## config.mk

```make
export PLATFORM = sky130hd
export DESIGN_NAME = board_uart_tx_flat
export DESIGN_NICKNAME = d
export VERILOG_FILES = /design/src/rtl/twenty48_pkg.sv /design/src/rtl/board_uart_tx_if.sv /design/src/rtl/board_uart_tx_baud_tick.sv /design/src/rtl/board_uart_tx.sv /design/src/flat_wrapper.sv
export SDC_FILE = /design/constraint.sdc
export NUM_CORES = 1
export LEC_CHECK = 0
export ABC_AREA = 1
export CORE_UTILIZATION = 56
export DETAILED_ROUTE_END_ITERATION = 16
export DONT_BUFFER_PORTS = 1
export PLACE_DENSITY = 0.82
export SKIP_LAST_GASP = 1
export SLEW_MARGIN = 5
export SYNTH_ARGS = -nofsm -noshare
export SYNTH_HDL_FRONTEND = slang
export SYNTH_HIERARCHICAL = 1
export SYNTH_SLANG_ARGS = --single-unit
```

## constraint.sdc

```tcl
create_clock -name clk -period 1.6 [get_ports clk]
set_input_delay 0.08 -clock clk [delete_from_list [all_inputs] [get_ports clk]]
set_output_delay 0.08 -clock clk [all_outputs]
set_load 0.005 [all_outputs]
```

## src/rtl/twenty48_pkg.sv

```systemverilog
// twenty48_pkg: shared types and constants for the board-to-text serial path.
//   char_t            : one ASCII character from the formatter
//   tx_state_t        : UART transmitter state encoding
//   ASCII_NUL         : end-of-string marker, never transmitted
//   DataBits          : data bits per frame
//   FrameBitsNoParity : bit times per 8N1 frame (start + 8 data + stop)
//   FrameBitsParity   : bit times per 8E1 frame (start + 8 data + parity + stop)
package twenty48_pkg;

  typedef logic [7:0] char_t;

  localparam char_t ASCII_NUL = 8'h00;

  localparam int unsigned DataBits          = 8;
  localparam int unsigned FrameBitsNoParity = 10;
  localparam int unsigned FrameBitsParity   = 11;

  typedef enum logic [2:0] {
    StIdle,
    StLoad,
    StStart,
    StData,
    StParity,
    StStop,
    StSettle
  } tx_state_t;

endpackage

```

## src/rtl/board_uart_tx_if.sv

```systemverilog
// board_uart_tx_if: character handshake between the board-to-text formatter and the UART.
//   processing : formatter busy rebuilding its string, char_in not valid
//   char_in    : current character offered by the formatter
//   print_nxt  : one-cycle pulse consuming char_in and advancing the formatter
// Modports: master = formatter side, slave = UART transmitter side.
interface board_uart_tx_if;
  import twenty48_pkg::*;

  logic  processing;
  char_t char_in;
  logic  print_nxt;

  modport master (
    output processing,
    output char_in,
    input  print_nxt
  );

  modport slave (
    input  processing,
    input  char_in,
    output print_nxt
  );

endinterface

```

## src/rtl/board_uart_tx_baud_tick.sv

```systemverilog
// baud_tick: bit-period timer for the UART transmitter.
//   clk   : system clock, rising edge
//   rst_n : asynchronous active-low reset
//   clr   : synchronous clear, restarts the bit period
//   tick  : high during the last cycle of each DIV-cycle bit period
// The counter runs 0..DIV-1 and wraps; no fractional-rate correction.
module baud_tick #(
  parameter int unsigned DIV = 2
) (
  input  logic clk,
  input  logic rst_n,
  input  logic clr,
  output logic tick
);

  localparam int unsigned CntW = (DIV > 1) ? $clog2(DIV) : 1;
  localparam logic [CntW-1:0] CntMax = CntW'(DIV - 1);

  logic [CntW-1:0] cnt_q;

  always_ff @(posedge clk or negedge rst_n) begin
    if (!rst_n) begin
      cnt_q <= '0;
    end else if (clr || (cnt_q == CntMax)) begin
      cnt_q <= '0;
    end else begin
      cnt_q <= cnt_q + 1'b1;
    end
  end

  // Decoded from the registered count, so it is clean for the FSM to sample.
  assign tick = (cnt_q == CntMax);

endmodule

```

## src/rtl/board_uart_tx.sv

```systemverilog
// board_uart_tx: serial output stage behind the board-to-text formatter.
// Pulls characters one at a time over the fmt handshake and sends each as an
// asynchronous UART frame, LSB first. A NUL character halts fetching without
// being consumed until the formatter presents a non-NUL character again.
//   clk   : system clock, rising edge
//   rst_n : asynchronous active-low reset (forces tx high at once)
//   fmt   : board_uart_tx_if.slave (processing, char_in in; print_nxt out)
//   tx    : UART line, idle high, registered
//   busy  : high whenever the transmitter is not idle, registered
// Parameters: CLK_HZ, BAUD; bit period DIV = CLK_HZ / BAUD (truncated), DIV >= 2.
// Build option: define BOARD_UART_TX_PARITY_EN for 8E1 frames (even parity
// bit between data and stop); otherwise frames are 8N1.
module board_uart_tx
  import twenty48_pkg::*;
#(
  parameter int unsigned CLK_HZ = 100_000_000,
  parameter int unsigned BAUD   = 115_200
) (
  input  logic                  clk,
  input  logic                  rst_n,
  board_uart_tx_if.slave        fmt,
  output logic                  tx,
  output logic                  busy
);

  localparam int unsigned DIV = CLK_HZ / BAUD;

  tx_state_t state_q;
  char_t     shreg_q;
  logic [2:0] idx_q;
  logic      tx_q;
  logic      busy_q;
  logic      print_nxt_q;
`ifdef BOARD_UART_TX_PARITY_EN
  logic      parity_q;
`endif

  logic tick;
  logic load;

  assign load = (state_q == StLoad);

  // Bit timing restarts in LOAD so the start bit is a full DIV cycles long.
  baud_tick #(
    .DIV (DIV)
  ) u_baud_tick (
    .clk   (clk),
    .rst_n (rst_n),
    .clr   (load),
    .tick  (tick)
  );

  always_ff @(posedge clk or negedge rst_n) begin
    if (!rst_n) begin
      state_q     <= StIdle;
      shreg_q     <= '0;
      idx_q       <= '0;
      tx_q        <= 1'b1;
      busy_q      <= 1'b0;
      print_nxt_q <= 1'b0;
`ifdef BOARD_UART_TX_PARITY_EN
      parity_q    <= 1'b0;
`endif
    end else begin
      print_nxt_q <= 1'b0;
      unique case (state_q)
        StIdle: begin
          // The character is latched here, so later char_in changes cannot
          // corrupt the frame in flight.
          if (!fmt.processing && (fmt.char_in != ASCII_NUL)) begin
            shreg_q     <= fmt.char_in;
`ifdef BOARD_UART_TX_PARITY_EN
            parity_q    <= ^fmt.char_in;
`endif
            print_nxt_q <= 1'b1;
            busy_q      <= 1'b1;
            state_q     <= StLoad;
          end
        end
        StLoad: begin
          tx_q    <= 1'b0;
          state_q <= StStart;
        end
        StStart: begin
          if (tick) begin
            tx_q    <= shreg_q[0];
            idx_q   <= '0;
            state_q <= StData;
          end
        end
        StData: begin
          if (tick) begin
            shreg_q <= shreg_q >> 1;
            idx_q   <= idx_q + 3'd1;
            if (idx_q == 3'(DataBits - 1)) begin
`ifdef BOARD_UART_TX_PARITY_EN
              tx_q    <= parity_q;
              state_q <= StParity;
`else
              tx_q    <= 1'b1;
              state_q <= StStop;
`endif
            end else begin
              tx_q <= shreg_q[1];
            end
          end
        end
        StParity: begin
          if (tick) begin
            tx_q    <= 1'b1;
            state_q <= StStop;
          end
        end
        StStop: begin
          if (tick) begin
            state_q <= StSettle;
          end
        end
        StSettle: begin
          // One quiet cycle lets the formatter present its next character.
          busy_q  <= 1'b0;
          state_q <= StIdle;
        end
        default: begin
          tx_q    <= 1'b1;
          busy_q  <= 1'b0;
          state_q <= StIdle;
        end
      endcase
    end
  end

  assign tx            = tx_q;
  assign busy          = busy_q;
  assign fmt.print_nxt = print_nxt_q;

endmodule

```

## src/flat_wrapper.sv

```systemverilog
// flat-port wrapper written by rule: the top's interface ports become plain ports
module board_uart_tx_flat import twenty48_pkg::*;
#(
  parameter int unsigned CLK_HZ = 100_000_000,
  parameter int unsigned BAUD   = 115_200
)
  (clk, rst_n, tx, busy, fmt_processing, fmt_char_in, fmt_print_nxt);
  board_uart_tx_if fmt_i ();
  input  logic clk;
  input  logic rst_n;
  output logic tx;
  output logic busy;
  input wire logic [$bits(fmt_i.processing)-1:0] fmt_processing;
  input wire logic [$bits(fmt_i.char_in)-1:0] fmt_char_in;
  output wire logic [$bits(fmt_i.print_nxt)-1:0] fmt_print_nxt;
  assign fmt_i.processing = fmt_processing;
  assign fmt_i.char_in = fmt_char_in;
  assign fmt_print_nxt = fmt_i.print_nxt;
  board_uart_tx #(.CLK_HZ(CLK_HZ), .BAUD(BAUD)) u_core (.clk(clk), .rst_n(rst_n), .fmt(fmt_i), .tx(tx), .busy(busy));
endmodule
```

After elaboration in Yosys (flattened, before gate mapping). Cells that the tools add are included. W data, S select, Z words.

Reduce and logical (&&, ||, !) cells: 14. Equal/unequal tests: 14. Muxes and demuxes: 23. Bitwise operators: 2. $add $sub $neg: 2.

Operator list (count): $mux W3 (8); $pmux W3 S6 (1); $mux W8 (2); $pmux W8 S2 (1); $eq A3 B3 Y1 const B (4); $ne A2 B1 Y1 const B (6); $add A10 B1 Y10 const B (1); $eq A10 B10 Y1 const B (1); $mux W10 (1); $reduce_bool A8 Y1 (1); $mux W1 (7); $eq A3 B2 Y1 const B (2); $pmux W3 S2 (1); $reduce_and A3 Y1 (2); $reduce_and A6 Y1 (1); $pmux W1 S5 (1); $reduce_or A5 Y1 (1); $reduce_and A4 Y1 (1); $reduce_bool A2 Y1 (2); $add A3 B1 Y3 const B (1); $eq A3 B1 Y1 const B (1); $logic_not A3 Y1 (1); $reduce_or A3 Y1 (1); $not A1 Y1 (2); 5 further kinds (5).

Output and inout port bits: 3. Bits of input ports: 11. Logic and storage cells: 62. Bits in registers: 27.

Longest topological paths before layout.
Depth after elaboration: 4. Mapped depth: 12. Depth with buffers taken out: 12.

Modules after synthesis. The synthesis kept the hierarchy.

Modules (own cells, without submodules): board_uart_tx (sequential area each 426.7 sq um, area each 984.7 sq um, times used 1, cells an instance 134); baud_tick (sequential area each 250.2 sq um, area each 560.5 sq um, times used 1, cells an instance 76).

Worst setup path after synthesis. No wires, ideal clock.

Kind: flip-flop to flip-flop. Start: reg u_core.u_baud_tick.cnt_q[0]. End: reg u_core.state_q[1]. Buffers on the path: 0. Setup slack: 74 ps. Library setup time: 117 ps. Period minus slack after synthesis: 1526 ps. Arrival: 1409 ps. Required time: 1483 ps. Stages on the path, launching flop included: 13. Path through: dfrtp_1 > ha_1 > nand2_1 > nor2_1 > nand3_1 > inv_1 > inv_1 > nand2_1 > nand2_1 > inv_2 > nand2_1 > nand2_1 > nand2_1.

Longest elaborated chain between the ends: 3. Elaborated cells on any way between the ends: 6. Those cells by class: eq/ne (5); reduce/logical (1).

Ends and longest elaborated chain: start, declared (RTL line board_uart_tx_baud_tick.sv:19) `logic [CntW-1:0] cnt_q;`; start signal, assigned (RTL line board_uart_tx_baud_tick.sv:27) `cnt_q <= cnt_q + 1'b1;`; $eq A10 B10 Y1 (*) (RTL line board_uart_tx_baud_tick.sv:32) `assign tick = (cnt_q == CntMax);`; via u_core.tick (RTL line board_uart_tx.sv:38) `logic tick;`; $ne A2 B1 Y1 (no line); $reduce_and A6 Y1 (no line) (*); end signal, assigned (RTL line board_uart_tx.sv:55) `state_q <= StIdle;`; end signal, assigned (RTL line board_uart_tx.sv:77) `state_q <= StLoad;`; end signal, assigned (RTL line board_uart_tx.sv:82) `state_q <= StStart;`; end, declared (RTL line board_uart_tx.sv:28) `tx_state_t state_q;`.

The timed path passes the listed nets; every way through them passes the cells marked *. A chain may end at the register's enable or synchronous reset.

Final worst setup path.
Start: reg u_core.state_q[2]. End: reg u_core.shreg_q[2].

Longest elaborated chain between the ends: 3. Elaborated cells on any way between the ends: 7. Those cells by class: eq/ne (3); mux (1); reduce/logical (3).

Ends and longest elaborated chain: $eq A3 B2 Y1 or $logic_not A3 Y1 (tied branches) (RTL line board_uart_tx.sv:66) `unique case (state_q)`; $ne A2 B1 Y1 (no line) or $reduce_bool A2 Y1 (tied branches); $reduce_and A3 Y1 (no line); end signal, assigned (RTL line board_uart_tx.sv:71) `shreg_q <= fmt.char_in;`; end signal, assigned (RTL line board_uart_tx.sv:93) `shreg_q <= shreg_q >> 1;`; end, declared (RTL line board_uart_tx.sv:29) `char_t shreg_q;`.

Several ways; a longest one is shown, not always the timed one.

==> out/metrics.json <==
{
  "timing.critical_path.slowest_stage_cell": {"value": "sky130_fd_sc_hd__dfrtp_1"},
  "run_status": {"value": "completed"},
  "critical_path.reg2reg.startpoint": {"value": "u_core/state_q[2]"},
  "grtUsageTotal": {"value": 23.5, "unit": "%"},
  "cts_max_path_buffers": {"value": 2},
  "post_route_cells_drive_above_1_share": {"value": 16.4, "unit": "%"},
  "buffer_ports.inserted": {"value": 0},
  "final_period_minus_worst_setup_slack": {"value": 1.48, "unit": "ns"},
  "place_congestion": {"value": 0.834},
  "setup.worst_path.end_class": {"value": "flop"},
  "hold_path_depth": {"value": 3},
  "critPathMostFrequentCell": {"value": "sky130_fd_sc_hd__nand2_1"},
  "worst_setup_path_endpoint": {"value": "u_core/shreg_q[2]"},
  "grt_pass1_wl": {"value": 4990, "unit": "µm"},
  "fin_nets": {"value": 247},
  "routed-via-count": {"value": 1358},
  "clk_pin_slew_worst_paths": {"value": 0.14, "unit": "ns"},
  "row_count": {"value": 18},
  "drc": {"value": 0},
  "grt_antenna_before_repair": {"value": 0},
  "initial_core_util": {"value": 60.7, "unit": "%"},
  "drt_first_pass_iters": {"value": 4},
  "relative_slew_slack": {"value": 79.7, "unit": "%"},
  "pint": {"value": 0.808, "unit": "mW"},
  "p_comb_share": {"value": 5.3, "unit": "%"},
  "switching_share": {"value": 21.6, "unit": "%"},
  "report.final.setup_viol": {"value": 0},
  "layoutNonFillerInstCount": {"value": 262},
  "yosysSeqAreaShare": {"value": 43.8, "unit": "%"},
  "drt-total-wl": {"value": 3180, "unit": "µm"},
  "p_per_area": {"value": 566, "unit": "mW/mm²"},
  "first_global_vias": {"value": 1175},
  "synth.cell_area": {"value": 0.00155, "unit": "mm²"},
  "multi_input_area": {"value": 796, "unit": "µm²"},
  "total_leakage_power": {"value": 0.940, "unit": "nW"},
  "route.detailed.wl_per_inst": {"value": 12.1, "unit": "µm"},
  "synth_fp_nets": {"value": 224},
  "filler_cell_count": {"value": 192},
  "die_area": {"value": 0.00297, "unit": "mm²"},
  "tritoncts": {"value": "built"},
  "timing.hold.worst.class": {"value": "input pin to flop"},
  "cp-startpoint": {"value": "u_core/state_q[2]"},
  "regToRegEndpoint": {"value": "u_core/shreg_q[2]"},
  "post-route-util": {"value": 71.5, "unit": "%"},
  "antenna_left": {"value": 0},
  "worst_setup_path_start_kind": {"value": "flop"},
  "worst_vdd_ir": {"value": 0.000630, "unit": "V"},
  "power.total": {"value": 1.03, "unit": "mW"},
  "maximum_fanout_along_the_worst_path": {"value": 8},
  "chipHeight": {"value": 54.5, "unit": "µm"},
  "netlist.top_cell.by_area": {"value": "sky130_fd_sc_hd__dfrtp_1"},
  "p_sw": {"value": 0.222, "unit": "mW"},
  "finalHoldViolCount": {"value": 0},
  "worst-endpoint-arrival": {"value": 1.71, "unit": "ns"},
  "core": {"value": 0.00254, "unit": "mm²"},
  "hpwlAfterDp": {"value": 2110, "unit": "µm"},
  "crit_required": {"value": 1.82, "unit": "ns"},
  "power.share.sequential": {"value": 66.5, "unit": "%"},
  "layout_stage_area_growth_over_the_synthesis_result": {"value": 17.7, "unit": "%"},
  "grt_residual_overflow": {"value": 0},
  "slew_viol_final": {"value": 0},
  "postSynthCellCount": {"value": 210},
  "timing.critical_path.cells": {"value": "inv_2 -> nand2_2 -> nor2_8 -> inv_2 -> nand2_1 -> nand2_1 -> nand2_1 -> nand2_1"},
  "reg2reg_setup_slack": {"value": 0.12, "unit": "ns"},
  "worstMarginPinSlew": {"value": 0.304, "unit": "ns"},
  "critical_path_class": {"value": "flop to flop"},
  "synth_top_cell_area_share": {"value": 42.1, "unit": "%"},
  "final-seq-area": {"value": 677, "unit": "µm²"},
  "insertedDiodeCount": {"value": 0},
  "drt_first_iter_violations": {"value": 47},
  "max-cap-violations": {"value": 0},
  "reg2regPathDepth": {"value": 8},
  "post-place-cells": {"value": 240},
  "fmax": {"value": 674, "unit": "MHz"},
  "grt_start_max_net_pins": {"value": 28},
  "clock-root-buffer": {"value": "sky130_fd_sc_hd__clkbuf_4"},
  "synthesis.yosys.warnings": {"value": 6},
  "worst_path_max_stage_delay": {"value": 0.48, "unit": "ns"},
  "htreeDepth": {"value": 1},
  "clock_power_share": {"value": 28.3, "unit": "%"},
  "ys_ff_latch": {"value": 27},
  "viasPerCell": {"value": 5.18},
  "insertion_delay": {"value": 0.32, "unit": "ns"},
  "fin_worst_skew": {"value": 0.00724, "unit": "ns"},
  "syn_avg_cell_area": {"value": 7.36, "unit": "µm²"},
  "synth_cell_type_count": {"value": 24},
  "clock_sink_count": {"value": 27},
  "final.period_utilization": {"value": 92.8, "unit": "%"},
  "die_width": {"value": 54.5, "unit": "µm"},
  "synth.area.top_cells": {"value": "sky130_fd_sc_hd__dfrtp_1, sky130_fd_sc_hd__nand2_1, sky130_fd_sc_hd__nand3_1, sky130_fd_sc_hd__inv_1, sky130_fd_sc_hd__nor2_1"},
  "whs": {"value": 0.104, "unit": "ns"},
  "tritoncts.num_buffers": {"value": 3},
  "io_pins": {"value": 14}
}
[metrics by stage]
step | TNS (ns) | setup slack (ns) | area [µm²]
5_1_grt | -0.0123 | -0.00967 | 1820
2_1_floorplan | 0 | 0.0744 | 1550
6_report | 0 | 0.115 | 1820
3_3_place_gp | 0 | 0.0615 | 1580
4_1_cts | 0 | 0.0108 | 1720
3_5_place_dp | -0.0167 | -0.0136 | 1580
[cell usage in the layout, fill, tap and decap left out, drive strengths merged]
cell,synthesis,routed
clkinv,1,1
o211ai,1,1
nor2,27,28
nand3,22,22
dfrtp,26,26
dlygate4sd3,0,9
buf,2,10
ha,3,3
clkbuf,0,4
xor2,3,3
o21ai,9,9
nand4,2,2
dfstp,1,1
inv,27,27
a211o,1,1
nand2,84,84
xnor2,1,1
[kinds of logic after synthesis]
group | after synthesis | synth area share, %
adders and majority gates | 3 | 2.43
and+or+nand+nor | 135 | 39.7
buffers and inverters | 30 | 7.85
xor gates and xnor gates | 4 | 2.27
AOI/OAI and AO/OA | 11 | 3.97
DFF | 27 | 43.8
[registers in the layout (all words and copies together) (netlist names)]
signal                    flops
u_core/tx                     1
u_core/state_q                3
u_core/idx_q                  3
u_core/shreg_q                8
u_core/u_baud_tick/cnt_q     10
u_core/busy                   1
u_core/fmt.print_nxt          1
[critical path: cells and delay by family, from the launching register on]
| family | cells | cell delay, ns |
|---|---|---|
| buffers and inverters | 2 | 0.26 |
| DFF | 1 | 0.48 |
| and+or+nand+nor | 6 | 0.64 |
[metal layers]
metal  GRT usage [%]  part of all wire, %  vias to the layer above
li1                -                    -                      694
met1            31.9                   47                      624
met2            37.8                   48                       36
met3            3.89                  4.8                        4
met4            7.69                 0.79                        0
met5               0                    0                        -
[power groups by stage]
stage	Combinational, mW	Clock [mW]	Sequential (mW)
floorplan	0.0143	0	0.697
global placement	0.0171	0	0.697
detailed placement	0.0170	0	0.698
CTS	0.0538	0.306	0.685
global route	0.0615	0.326	0.685
finish	0.0543	0.291	0.685
[cell type report]
class                   instances  area share (%)
inverters                      28            5.78
clock buffers                   4            1.44
multi-input cells             154            43.7
repair buffers                 19            9.77
flip-flops and latches         27            37.2
well taps                      30            2.06
[how the worst min path moves through the flow]
stage | from | to | slack (ns)
finish | fmt_processing | u_core/fmt.print_nxt | 0.10
global placement | rst_n | u_core/u_baud_tick/cnt_q[7] | -0.22
global route | fmt_processing | u_core/fmt.print_nxt | 0.11
CTS | fmt_processing | u_core/fmt.print_nxt | 0.06
floorplan | rst_n | u_core/busy | -0.22
detailed placement | rst_n | u_core/u_baud_tick/cnt_q[6] | -0.22
[synthesized netlist by cell type, drive strengths merged]
master / number
nand4: 2
o21ai: 9
clkinv: 1
dfstp: 1
inv: 27
o211ai: 1
ha: 3
dfrtp: 26
xnor2: 1
xor2: 3
nand2: 84
buf: 2
nand3: 22
a211o: 1
nor2: 27
[timing repair]
item,4_1_cts,5_1_grt
pin swaps,0,4
gates resized for setup,2,5
setup buffers,0,7
endpoints found under the hold margin,35,0
gates cloned,0,1
setup endpoints to repair,8,13
hold buffers,10,0
No activity file was read; power rests on OpenSTA's default activity.
